<file path="config.mk">
export PLATFORM = sky130hd
export DESIGN_NAME = imem_dmem_arbiter
export DESIGN_NICKNAME = d
export VERILOG_FILES = /design/src/rtl/imem_dmem_arbiter.sv
export SDC_FILE = /design/constraint.sdc
export NUM_CORES = 1
export LEC_CHECK = 0
export CAP_MARGIN = 20
export CORE_AREA = 2 2 181 183
export CTS_BUF_LIST = sky130_fd_sc_hd__clkbuf_4 sky130_fd_sc_hd__clkbuf_8
export DETAILED_ROUTE_END_ITERATION = 10
export DIE_AREA = 0 0 183 185
export MAX_ROUTING_LAYER = met4
export REMOVE_ABC_BUFFERS = 1
export SYNTH_ARGS = -nofsm -noshare
export SYNTH_HDL_FRONTEND = slang
export SYNTH_SLANG_ARGS = --single-unit
</file>
<file path="constraint.sdc">
create_clock -name clk -period 3.1 [get_ports clk]
set_input_delay 0.62 -clock clk [delete_from_list [all_inputs] [get_ports clk]]
set_output_delay 0.62 -clock clk [all_outputs]
set_load 0.01 [all_outputs]
</file>
<file path="src/rtl/imem_dmem_arbiter.sv">
// ---------------------------------------------------------------------------
// imem_dmem_arbiter
//
// Shares one single-port main memory between the instruction-fetch stage
// (128-bit line fills on an I-cache miss) and the data stage (word loads and
// stores). Data requests win by default because they are older in the
// pipeline. After STARVE_LIMIT consecutive data grants made while an
// instruction miss waits, the instruction side is served next.
//
// Ports
//   clk, rst              clock, synchronous active-high reset
//   i_req, i_addr         instruction miss request and miss PC
//   o_i_line, o_i_valid   fetched line and its one-cycle valid pulse
//   o_pc_hold             PC-update stall to the fetch stage
//   d_req, d_we, d_addr,
//   d_wdata               data load/store request
//   o_d_rdata, o_d_valid  load word and one-cycle completion pulse
//   mem_en, mem_we,
//   mem_addr, mem_wdata   memory request, held until mem_ready
//   mem_rdata, mem_ready  memory read line and one-cycle completion
// ---------------------------------------------------------------------------
module imem_dmem_arbiter #(
    parameter int unsigned STARVE_LIMIT = 4
) (
    input  logic         clk,
    input  logic         rst,
    input  logic         i_req,
    input  logic [31:0]  i_addr,
    output logic [127:0] o_i_line,
    output logic         o_i_valid,
    output logic         o_pc_hold,
    input  logic         d_req,
    input  logic         d_we,
    input  logic [31:0]  d_addr,
    input  logic [31:0]  d_wdata,
    output logic [31:0]  o_d_rdata,
    output logic         o_d_valid,
    output logic         mem_en,
    output logic         mem_we,
    output logic [31:0]  mem_addr,
    output logic [31:0]  mem_wdata,
    input  logic [127:0] mem_rdata,
    input  logic         mem_ready
);

    localparam logic [1:0] ST_IDLE   = 2'd0;
    localparam logic [1:0] ST_I_BUSY = 2'd1;
    localparam logic [1:0] ST_D_BUSY = 2'd2;
    localparam logic [1:0] ST_RESP   = 2'd3;

    localparam logic [3:0] STARVE_LIMIT_C = 4'(STARVE_LIMIT);

    logic [1:0]   state_q,      state_d;
    logic [3:0]   starve_cnt_q, starve_cnt_d;
    logic         mem_en_q,     mem_en_d;
    logic         mem_we_q,     mem_we_d;
    logic [31:0]  mem_addr_q,   mem_addr_d;
    logic [31:0]  mem_wdata_q,  mem_wdata_d;
    logic [127:0] i_line_q,     i_line_d;
    logic [31:0]  d_rdata_q,    d_rdata_d;
    logic         i_valid_q,    i_valid_d;
    logic         d_valid_q,    d_valid_d;

    logic         data_win_s;
    logic [31:0]  sel_word_s;

    // Sub-line and sub-word address bits are intentionally dropped.
    logic addr_lsb_unused;
    assign addr_lsb_unused = ^{i_addr[3:0], d_addr[1:0]};

    // Data side wins unless an instruction miss has already waited out its allowance.
    assign data_win_s = d_req & (~i_req | (starve_cnt_q < STARVE_LIMIT_C));

    // Load word select uses the latched address, not the live d_addr.
    always_comb begin
        case (mem_addr_q[3:2])
            2'd0:    sel_word_s = mem_rdata[31:0];
            2'd1:    sel_word_s = mem_rdata[63:32];
            2'd2:    sel_word_s = mem_rdata[95:64];
            2'd3:    sel_word_s = mem_rdata[127:96];
            default: sel_word_s = mem_rdata[31:0];
        endcase
    end

    // Starvation counter: counts data grants while an instruction miss waits.
    always_comb begin
        if (!i_req) begin
            starve_cnt_d = 4'd0;
        end else if ((state_q == ST_IDLE) && !data_win_s) begin
            starve_cnt_d = 4'd0;
        end else if ((state_q == ST_IDLE) && (starve_cnt_q != 4'hF)) begin
            starve_cnt_d = starve_cnt_q + 4'd1;
        end else begin
            starve_cnt_d = starve_cnt_q;
        end
    end

    // Sequencer next state and next registered outputs.
    always_comb begin
        state_d     = state_q;
        mem_en_d    = mem_en_q;
        mem_we_d    = mem_we_q;
        mem_addr_d  = mem_addr_q;
        mem_wdata_d = mem_wdata_q;
        i_line_d    = i_line_q;
        d_rdata_d   = d_rdata_q;
        i_valid_d   = 1'b0;
        d_valid_d   = 1'b0;
        case (state_q)
            ST_IDLE: begin
                if (data_win_s) begin
                    state_d     = ST_D_BUSY;
                    mem_en_d    = 1'b1;
                    mem_we_d    = d_we;
                    mem_addr_d  = {d_addr[31:2], 2'b00};
                    mem_wdata_d = d_wdata;
                end else if (i_req) begin
                    state_d    = ST_I_BUSY;
                    mem_en_d   = 1'b1;
                    mem_we_d   = 1'b0;
                    mem_addr_d = {i_addr[31:4], 4'h0};
                end else begin
                    state_d = ST_IDLE;
                end
            end
            ST_I_BUSY: begin
                if (mem_ready) begin
                    state_d   = ST_RESP;
                    mem_en_d  = 1'b0;
                    i_line_d  = mem_rdata;
                    i_valid_d = 1'b1;
                end else begin
                    state_d = ST_I_BUSY;
                end
            end
            ST_D_BUSY: begin
                if (mem_ready) begin
                    state_d   = ST_RESP;
                    mem_en_d  = 1'b0;
                    mem_we_d  = 1'b0;
                    d_valid_d = 1'b1;
                    // A store leaves the last load word in place.
                    if (!mem_we_q) begin
                        d_rdata_d = sel_word_s;
                    end else begin
                        d_rdata_d = d_rdata_q;
                    end
                end else begin
                    state_d = ST_D_BUSY;
                end
            end
            ST_RESP: begin
                state_d = ST_IDLE;
            end
            default: begin
                state_d  = ST_IDLE;
                mem_en_d = 1'b0;
                mem_we_d = 1'b0;
            end
        endcase
    end

    // State and output registers with synchronous reset.
    always_ff @(posedge clk) begin
        if (rst) begin
            state_q      <= ST_IDLE;
            starve_cnt_q <= 4'd0;
            mem_en_q     <= 1'b0;
            mem_we_q     <= 1'b0;
            mem_addr_q   <= 32'd0;
            mem_wdata_q  <= 32'd0;
            i_line_q     <= 128'd0;
            d_rdata_q    <= 32'd0;
            i_valid_q    <= 1'b0;
            d_valid_q    <= 1'b0;
        end else begin
            state_q      <= state_d;
            starve_cnt_q <= starve_cnt_d;
            mem_en_q     <= mem_en_d;
            mem_we_q     <= mem_we_d;
            mem_addr_q   <= mem_addr_d;
            mem_wdata_q  <= mem_wdata_d;
            i_line_q     <= i_line_d;
            d_rdata_q    <= d_rdata_d;
            i_valid_q    <= i_valid_d;
            d_valid_q    <= d_valid_d;
        end
    end

    assign o_pc_hold = i_req & ~i_valid_q;
    assign o_i_line  = i_line_q;
    assign o_i_valid = i_valid_q;
    assign o_d_rdata = d_rdata_q;
    assign o_d_valid = d_valid_q;
    assign mem_en    = mem_en_q;
    assign mem_we    = mem_we_q;
    assign mem_addr  = mem_addr_q;
    assign mem_wdata = mem_wdata_q;

endmodule

</file>
# After elaboration in Yosys (flattened, before gate mapping)
# Index checks and enable logic that the tools add are counted.
dict set report word_totals {
  reg_bits 234
  elab_cells 64
}
dict set report op_classes {
  addsub 1
  order_cmp 1
  n_eq_ne 10
  n_mux 16
  bitwise_logic 8
  reduce_logical 18
}
# operator n
set op_table {}
lappend op_table {{$pmux 32 s4} 1}
lappend op_table {{$mux 32} 2}
lappend op_table {{$reduce_and 3->1} 3}
lappend op_table {{$eq 2x2->1 const B} 4}
lappend op_table {{$mux 1} 8}
lappend op_table {{$pmux 2 s4} 1}
lappend op_table {{$reduce_and 2->1} 3}
lappend op_table {{$reduce_bool 2->1} 3}
lappend op_table {{$reduce_or 2->1} 3}
lappend op_table {{$not 1->1} 5}
lappend op_table {{$add 4x1->4 const B} 1}
lappend op_table {{$eq 2x1->1 const B} 2}
lappend op_table {{$logic_not 2->1} 2}
lappend op_table {{$lt 4x3->1 const B} 1}
lappend op_table {{$mux 2} 2}
lappend op_table {{$ne 4x4->1 const B} 1}
lappend op_table {{$pmux 1 s2} 2}
lappend op_table {{$ne 3x3->1 const B} 1}
lappend op_table {{$reduce_or 3->1} 1}
lappend op_table {{$and 1x1->1} 2}
lappend op_table {{$logic_and 1x1->1} 2}
lappend op_table {{$ne 2x1->1 const B} 1}
lappend op_table {{$ne 2x2->1 const B} 1}
lappend op_table {{$logic_not 1->1} 1}
lappend op_table {{$or 1x1->1} 1}

# Logic depth before layout (Yosys ltp)
dict set report depth {
  ltp_word 6
  mapped_depth 7
  depth_no_buf 5
}

# Worst setup path before layout
# OpenSTA, ideal clock, no wires.
dict set report synth_timing {
  path_type {in2reg}
  startpoint {in d_req}
  endpoint {reg mem_wdata_q[10], in the netlist mem_wdata[10]}
  setup_time_ns 0.072
  t_arrival_ns 1.495
  path_slack_ns 1.534
  stages 5
  n_path_buf 2
  path_cell_list {buf_2 inv_2 nor3_4 buf_6 mux2i_1}
}
dict set report synth_between {
  elab_chain_cells 2
}
# item line_no
set synth_lines {}
lappend synth_lines {{start: declaration} 32} ;# input logic d_req,
lappend synth_lines {{$and 1x1->1} 72} ;# assign data_win_s = d_req & (~i_req | (starve_cnt_q < STARVE_LIMIT_C));
lappend synth_lines {{$reduce_and 2->1 (no source line)} n/a}
lappend synth_lines {{end signal: assignment} 182} ;# mem_wdata_q <= mem_wdata_d;
lappend synth_lines {{end: declaration} 58} ;# logic [31:0] mem_wdata_q, mem_wdata_d;
# Every way passes these cells.
# A chain may end at the register's enable or synchronous reset.

# Worst setup path in the final report
dict set report layout_timing {
  startpoint {in i_req}
  endpoint {out o_pc_hold}
}
dict set report layout_between {
  elab_chain_cells 1
}
# item line_no
set layout_lines {}
lappend layout_lines {{start: declaration} 27} ;# input logic i_req,
lappend layout_lines {{$and 1x1->1} 190} ;# assign o_pc_hold = i_req & ~i_valid_q;
lappend layout_lines {{end: declaration} 31} ;# output logic o_pc_hold,
# Every way passes these cells.

==> qor.txt <==
status: completed
crit path buf inv count: 2
Antenna Violating Nets Remaining: 0
post-cts resize count: 0
TritonCTS clock tree: yes
Crit path depth: 3
most used cell, CP: clkdlybuf4s50_1
All-Layer GR Usage: 19.97%
Synth Instances: 1042
crit share post-route: 83.99%
type of the worst setup path: in -> out
Adder-Cell Fraction of Synth Area: 0.7920%
crit path max fanout: 8
DRT Pass-1 Iters: 4
port bufs: 450
worst vdd rail ir drop: 0.3046 mV
f_max: 384.1 MHz
clk buf depth: 3
first-pass GRT wire length: 51160 µm
CP max-delay cell: clkdlybuf4s50_1
Final Hold Vio Count: 0
crit path cell chain: clkdlybuf4s50_1 > nor2b_1 > clkdlybuf4s50_1
power density cells: 569.3 nW/µm²
final worst slack: 0.4962 ns
Worst-Skew Late Latency: 0.54 ns
RSZ-0062 raised after global routing: false
area growth from synthesis to layout: 60.36%
clk slew on worst S/H paths: 0.05 ns
initial core utilization: 29.58%
minimum clock period: 2.604 ns
portion of netlist area occupied by mux cells: 11.09%
Post-synth EDFFs: 0
WP data required: 2.48 ns
sequential area share after synthesis: 49.00%
main combinational cell family by area after synthesis: simple AND/OR/NAND/NOR gates
DRT iter0 DRCs: 325
routed vias/inst: 4.855
dpl cells: 1830
GP Congestion: 0.8182
Setup Skew: 0.02405 ns
Post-Syn Area per Cell: 9.097 µm²
Comb pwr share: 26.2%
detailed-route via count: 9243
H-tree levels: 2
number of nets in the layout: 1703
die area: 33860 µm²
worst r2r path cells: 6
Compound-Gate Fraction of Synth Area: 15.14%
Core Rows: 66
Async S/R FF share, synth: 0%
largest net degree at the start of global routing: 96
Synth Area in Simple Gates: 18.72%
CP endpoint kind: output port
Worst path top cell family by delay: buffers and inverters
Finished Layout Cells: 1904
Cell variety after synth: 38
number of post-CTS setup repair buffers: 0
FF-to-FF End: mem_wdata[25]
Top FF cell, synth: dfxtp_1
Die Wd: 183 µm
leakage: 5.351 nW
layout cell share with drive strength beyond 1: 9.365%
Worst-Margin Slew: 0.9293 ns
Worst Setup Start Kind: input port
Residual DRC: 0
Setup violations, final: 0
CTS Buf Count: 43
# hold bufs at CTS: 0
CTS sink cnt: 232
vias in the first global route: 9022
worst relative slew slack: 38.04%
cell area after synthesis: 9479 µm²
worst reg2reg setup slack: 1.01 ns
#FFs+latches synth: 232
initial antenna violation count: 1
Critical Path Start: i_req
die height: 185 µm
register share of total power: 40.1%
routed len/inst: 18.17 µm
CP endpoint: o_pc_hold
Min-Delay Path Class: reg -> reg
switching share of power: 28.71%
Pint: 6.169 mW
max incr delay on CP: 0.64 ns
r2r startpoint: state_q[0]
CP arrival: 1.98 ns
Post-Place Setup Slack: 0.4517 ns
DP HPWL: 24230 µm
net switching power: 2.485 mW
Clock Tree Root: clkbuf_8
gr ovfl total: 0
Slew Limit Fails: 0
clock network power share: 33.6%
Yosys warning total: 0
core area: 32040 µm²
max-cap viol count: 0
I/O Pins: 459
Detailed Route WL: 34590 µm
xor and xnor area share after synthesis: 0%
-- per-stage QoR --
stage                     hold WS, ns  cell area [µm²]  utilization [%]  TNS (ns)  power, mW
after floorplan                0.4576             9006                -    -11.21      4.482
after global placement         0.4423            14360            44.82         0      5.804
after detailed placement       0.4453            14360            44.82         0      5.824
after CTS                      0.4528            15200            47.43         0      8.793
after global routing           0.4649            15200            47.44         0      9.111
final                          0.4504            15200            47.44         0      8.654
-- metal layers --
layer | routed length, µm | GRT usage (%) | part of all wire (%)
met1 | 13830 | 22.26 | 40
met2 | 16610 | 33.88 | 48
met3 | 3247 | 6.724 | 9.4
met4 | 912 | 6.176 | 2.6
met5 | 0 | - | 0
-- power groups by stage --
stage / sequential (mW) / combinational [mW] / clock [mW]
detailed placement: 3.53 / 2.29 / 0
CTS: 3.47 / 2.30 / 3.02
global route: 3.51 / 2.45 / 3.15
global placement: 3.52 / 2.28 / 0
finish: 3.47 / 2.27 / 2.91
floorplan: 3.68 / 0.799 / 0
-- tightest hold or removal path: stages, from the launching register on --
cell and delay (ns):
dfxtp_1 0.30, nand2_1 0.05, a21oi_1 0.05
-- placed cells by master (no fill, tap or decap), types with 3 or more instances in the layout --
cell type and n:
inv_1 3, a211oi_1 3, clkdlybuf4s50_1 449, dfxtp_1 230
nor2b_1 3, ha_1 6, o21ai_1 15, a21oi_1 135
buf_12 10, nor2_1 31, o21ai_0 20, mux2i_1 33
a22o_1 32, nand2b_1 65, clkbuf_4 22, mux4_2 32
buf_4 12, clkbuf_8 47, nand2_1 259, nand3_1 28
a311oi_1 28
-- synth_stat cells (28+ instances only) --
master	instances	area [µm²]
a21oi_1	135	675.7
mux2i_1	33	330.3
nand2b_1	65	406.6
clkbuf_1	33	123.9
mux4_2	32	720.7
a22o_1	32	280.3
a311oi_1	28	245.2
nand3_1	28	140.1
buf_2	45	225.2
nor2_1	31	116.4
dfxtp_1	232	4644
nand2_1	260	975.9
-- worst min path at each step --
stage	from	endpoint	slack (ns)	depth (start not counted)
2_1_floorplan	starve_cnt_q[1]	starve_cnt_q[1]	0.46	2
3_3_place_gp	o_i_line[21]	o_i_line[21]	0.44	2
3_5_place_dp	o_i_line[35]	o_i_line[35]	0.45	2
4_1_cts	o_i_line[75]	o_i_line[75]	0.45	2
5_1_grt	o_i_line[104]	o_i_line[104]	0.46	2
6_report	o_i_line[20]	o_i_line[20]	0.45	2
-- kinds of logic (layout without fill, tap and decap cells) --
kind of cell	count (synthesis)	in the layout
AOI/OAI and AO/OA	238	238
adders and majority gates	6	6
buffers and inverters	98	550
DFF	232	232
muxes	65	65
other	1	3
and+or+nand+nor	402	402
-- layout make-up --
class                           count  area, µm²
Sequential cell                   232       4647
Fill cell                        3121      16840
Tap cell                          408      510.5
Antenna cell                        1      2.502
Multi-Input combinational cell    713       4388
Clock buffer                       69      812.0
Clock inverter                      4      26.28
Inverter                            5      18.77
Timing Repair Buffer              472       4796
-- flip-flops by register name, indices dropped and copies added, names as in the netlist --
| name | flops |
|---|---|
| mem_we | 1 |
| o_i_valid | 1 |
| mem_addr | 30 |
| starve_cnt_q | 4 |
| state_q | 2 |
| mem_en | 1 |
| o_i_line | 128 |
| o_d_rdata | 32 |
| o_d_valid | 1 |
| mem_wdata | 32 |
(Power assumes the default switching activity.)
==> RTL change 1: new RTL, config.mk and constraints unchanged <==
Make the reset (`rst`) asynchronous in one clocked block. Comments in the files are not updated.
--- a/src/rtl/imem_dmem_arbiter.sv
+++ b/src/rtl/imem_dmem_arbiter.sv
@@ -161,7 +161,7 @@
     end
 
     // State and output registers with synchronous reset.
-    always_ff @(posedge clk) begin
+    always_ff @(posedge clk or posedge rst) begin
         if (rst) begin
             state_q      <= ST_IDLE;
             starve_cnt_q <= 4'd0;
Function: differs if rst is asserted again (counterexample within 4 cycles, from zero or initial values and one cycle with rst high); with rst held inactive, the same outputs for 4 cycles.
==> RTL change 1 against the original RTL <==
- worst hold slack improved by 0.040 ns
- cell area increased by 4.1%
- largest cell class is now sequential cells
- die area unchanged
- sequential cell count unchanged
- wire length decreased by 4.1%
- area after synthesis increased by 4.3%
- setup slack improved by 0.20 ns
Power is not compared: it rests on default switching activity, and its combinational part moved more than twofold at a synthesized area within 25%.
==> RTL change 1: results (changes against the original RTL) <==
| Metric | Value |
|---|---|
| Share of layout cells above drive strength 1 | `28.3% (+19 points)` |
| Area after DPL | `15000 sq um (+4.3%)` |
| Via count | `7522 (-19%)` |
| Complex-gate fraction of the synthesized area | `3.24% (-12 points)` |
| CTS Buf Count | `42 (-2.3%)` |
| Unique masters post-synth | `36 (-5.3%)` |
| Initial antenna violation count | `3 (+2)` |
| Post-route cell area | `15800 sq um (+4.1%)` |
| Synth Area in Adders | `0.633% (-0.16 points)` |
| Worst-path maximum fanout | `9 (+1)` |
| Synth top area cells | `dfrtp_1 (59%), mux2_2 (22%), mux4_2 (7.3%), nand2_1 (2.3%), o211ai_1 (2.1%)` |
| Count leader, synth | `dfrtp_1` |
| Pin count of the biggest net entering global routing | `79 (-18%)` |
| Detailed-route vias per instance | `4.74 (-2.3%)` |
| Max reg flops | `128 (unchanged)` |
| Crit path arrival time | `1.79 ns (-0.19 ns)` |
| First-pass GRT wire length | `48400 um (-5.4%)` |
| Clock skew | `0.0126 ns (-0.0114 ns)` |
| DP HPWL | `24400 um (+0.52%)` |
| CP delay by family, top | `flip-flops` |
| Syn Area/Cell | `14.7 sq um (+62%)` |
| Pre-CTS WS | `0.633 ns (+0.181 ns)` |
| Post-DR wirelength/cell | `20.9 um (+15%)` |
| First DRT Iteration DRCs | `253 (-22%)` |
| Slowest stage delay, CP | `0.62 ns (-0.02 ns)` |
| Post-layout net count | `1381 (-19%)` |
| Post-cts resize count | `0 (unchanged)` |
| Synth async-reset ratio | `100% (+100 points)` |
| GPL Wtd Cong | `0.785 (-4.1%)` |
| Synth cell count leaders | `dfrtp_1 (232), mux2_2 (189), nand2_1 (60)` |
| Largest family of logic cells by synthesized area | `multiplexers` |
| Mux cell area share after synthesis | `29.3% (+18 points)` |
| Maximum capacitance violations | `0 (unchanged)` |
| Max transition margin | `59.9% (+22 points)` |
| Number of global-route vias before repair | `7924 (-12%)` |
| Post-synthesis sequential area ratio | `58.7% (+9.7 points)` |
| Clk root buf | `clkbuf_8` |
| Yosys warns | `0 (unchanged)` |
| Clk Latency, worst-skew pair | `between 0.5 and 0.6 ns` |
| Placed cells | `1510 (-17%)` |
| CP max-delay cell | `dfrtp_2` |
| Overall routing resource usage | `19.6% (-0.41 points)` |
| Status | `complete, no violations` |
RTL change 1: cell count changes in the layout (fill, tap and decap cells not counted), sizes merged, moves of 32 or more:
| cell | delta |
|---|---|
| dfrtp | +232 |
| dfxtp | -232 |
| nand2 | -200 |
| mux2 | +192 |
| a21oi | -131 |
| nand2b | -64 |
| a22o | -32 |
| mux2i | -32 |
RTL change 1: cell type report:
class,instances,area (sq um)
antenna,3,7.51
clock buffer,69,818
clock inverter,4,28.8
fill,2889,16200
inverter,6,32.5
multi-input combinational,385,3800
sequential,232,5810
tap,408,510
timing repair buffer,479,4820
RTL change 1: metal layers:
metal  routed length, um  vias up  global-route usage [%]
li1                    -     3418                       -
met1               12900     3719                    22.0
met2               16500      334                    33.0
met3                3030       51                    6.80
met4                 690        0                    5.86
met5                   0        -                       -
RTL change 1: path summary, 6_finish.rpt:
| check | slack, ns | cells past startpoint | to | from |
|---|---|---|---|---|
| worst max-delay path | 0.69 | 1 | mem_addr[2] | mem_addr[2]$_DFFE_PP0P_ |
| worst min-delay path | 0.49 | 2 | mem_addr[15]$_DFFE_PP0P_ | mem_addr[15]$_DFFE_PP0P_ |
| worst max register to register | 1.18 | 6 | starve_cnt_q[2]$_DFFE_PP0P_ | state_q[0]$_DFF_PP0_ |
| worst min register to register | 0.49 | 2 | mem_addr[15]$_DFFE_PP0P_ | mem_addr[15]$_DFFE_PP0P_ |
| max in group asynchronous | 1.84 | 3 | o_i_line[116]$_DFFE_PP0P_ | rst |
| min in group asynchronous | 0.57 | 2 | o_i_line[71]$_DFFE_PP0P_ | rst |
RTL change 1: power breakdown:
group | switching [mW] | total [mW] | internal, mW
logic | 3.07 | 7.68 | 4.61
registers | 0.825 | 5.38 | 4.56
clock network | 1.28 | 2.94 | 1.66
total | 5.17 | 16.0 | 10.8
==> RTL change 2: new RTL, same flow settings <==
Without the edit above. `mem_addr_q` no longer has a reset.
--- a/src/rtl/imem_dmem_arbiter.sv
+++ b/src/rtl/imem_dmem_arbiter.sv
@@ -167,7 +167,6 @@
             starve_cnt_q <= 4'd0;
             mem_en_q     <= 1'b0;
             mem_we_q     <= 1'b0;
-            mem_addr_q   <= 32'd0;
             mem_wdata_q  <= 32'd0;
             i_line_q     <= 128'd0;
             d_rdata_q    <= 32'd0;
@@ -178,13 +177,16 @@
             starve_cnt_q <= starve_cnt_d;
             mem_en_q     <= mem_en_d;
             mem_we_q     <= mem_we_d;
-            mem_addr_q   <= mem_addr_d;
             mem_wdata_q  <= mem_wdata_d;
             i_line_q     <= i_line_d;
             d_rdata_q    <= d_rdata_d;
             i_valid_q    <= i_valid_d;
             d_valid_q    <= d_valid_d;
         end
+    end
+
+    always_ff @(posedge clk) begin
+        mem_addr_q <= mem_addr_d;
     end
 
     assign o_pc_hold = i_req & ~i_valid_q;
Check against the original RTL: not equivalent (a bounded check fails within 4 cycles, from zero or initial values and one cycle with rst high).
==> RTL change 2 against the original RTL <==
- via count shrank 5.5%
- cell area shrank 1.9%
- clock skew shrank 0.013 ns
- synthesized cell count shrank 9.0%
- area after synthesis shrank 3.2%
- sequential cell count is the same
- wire length shrank 1.1%
- cell count shrank 4.8%
- setup slack lost 0.036 ns
- power shrank 11%
==> RTL change 2: results (changes against the original RTL) <==
| Metric | Value |
|---|---|
| Slowest stage delay, CP | `0.59 ns (-0.05 ns)` |
| Metal3 WL | `3070 um (-5.5%)` |
| Clock skew | `0.0113 ns (-0.0128 ns)` |
| Metal2 WL | `16400 um (-1.0%)` |
| Synth cell count leaders | `nand2_1 (260), dfxtp_1 (202), a21oi_1 (166)` |
| Status | `complete, no violations` |
| Post-synth EDFFs | `30 (+30)` |
| Unique masters post-synth | `40 (+5.3%)` |
| Share of layout cells above drive strength 1 | `11.3% (+2.0 points)` |
| Pre-CTS WS | `0.447 ns (-0.00510 ns)` |
| Data buffer area share | `31.7% (+0.15 points)` |
| Post-layout net count | `1617 (-5.0%)` |
| Fillers | `3069 (-1.7%)` |
| R2R Path End | `mem_wdata[13]$_SDFFE_PP0P_` |
| # clk buffers | `65 (-5.8%)` |
| Multi-input gate area | `3870 sq um (-12%)` |
| First DRT Iteration DRCs | `489 (+50%)` |
| Crit path arrival time | `2.02 ns (+0.04 ns)` |
| Worst supply voltage drop on vdd | `300 uV (-1.6%)` |
| Post-synthesis sequential area ratio | `53.9% (+4.9 points)` |
| R2R setup slack | `1.15 ns (+0.14 ns)` |
| Pre-Repair DR Iteration Count | `5 (+1)` |
| DRT Wirelength | `34200 um (-1.1%)` |
| Multi-input gates | `628 (-12%)` |
| Clock network area share | `5.64% (+0.12 points)` |
| First-pass GRT wire length | `50700 um (-0.97%)` |
| Worst reg-to-reg path cell count | `7 (+1)` |
| M1 wire length | `13800 um (about the same)` |
| Slew @ Worst Pin | `0.826 ns (-0.103 ns)` |
| Signal buffers | `471 (-0.21%)` |
| Met3 Use GR | `5.66% (-1.1 points)` |
RTL change 2: metrics by stage:
step / area (sq um) / TNS (ns) / utilization [%] / power [mW] / std cells
floorplan: 8790 / -12.03 / - / 3.89 / 865
global placement: 14100 / 0 / 43.9 / 4.77 / 1744
detailed placement: 14100 / 0 / 43.9 / 4.78 / 1744
CTS: 14900 / 0 / 46.5 / 7.78 / 1812
global route: 14900 / 0 / 46.5 / 8.01 / 1812
finish: 14900 / 0 / 46.5 / 7.66 / 1812
RTL change 2: worst max path at each step:
stage                     cells after the start                    endpoint  slack [ns]
after floorplan                               4  o_d_rdata[30]$_SDFFE_PP0P_       -0.34
after global placement                        4                   o_pc_hold        0.43
after detailed placement                      4                   o_pc_hold        0.45
after CTS                                     4                   o_pc_hold        0.45
after global routing                          4                   o_pc_hold        0.40
final                                         4                   o_pc_hold        0.46
RTL change 2: cells by family (layout without fill, tap and decap cells):
| group | Yosys count | in the layout | share of synthesized area, % |
|---|---|---|---|
| compound gates | 243 | 243 | 14.9 |
| fa+ha+maj | 6 | 6 | 0.818 |
| buf+inv | 89 | 544 | 4.47 |
| flops | 232 | 232 | 53.9 |
| mux | 61 | 61 | 11.4 |
| other cells | 1 | 2 | 0.0409 |
| simple gates | 316 | 316 | 14.5 |
RTL change 2: worst reg2reg max path, cell delays in order (launching register included):
cell	delay [ns]
dfxtp_1	0.32
inv_1	0.10
ha_1	0.30
buf_4	0.43
nand2_1	0.11
buf_4	0.24
o21ai_0	0.19
a21oi_1	0.09
RTL change 2: where the power goes:
group	internal [mW]	total [mW]	switching, mW
combinational	0.776	1.40	0.621
sequential	3.23	3.31	0.0791
clock	1.71	2.95	1.25
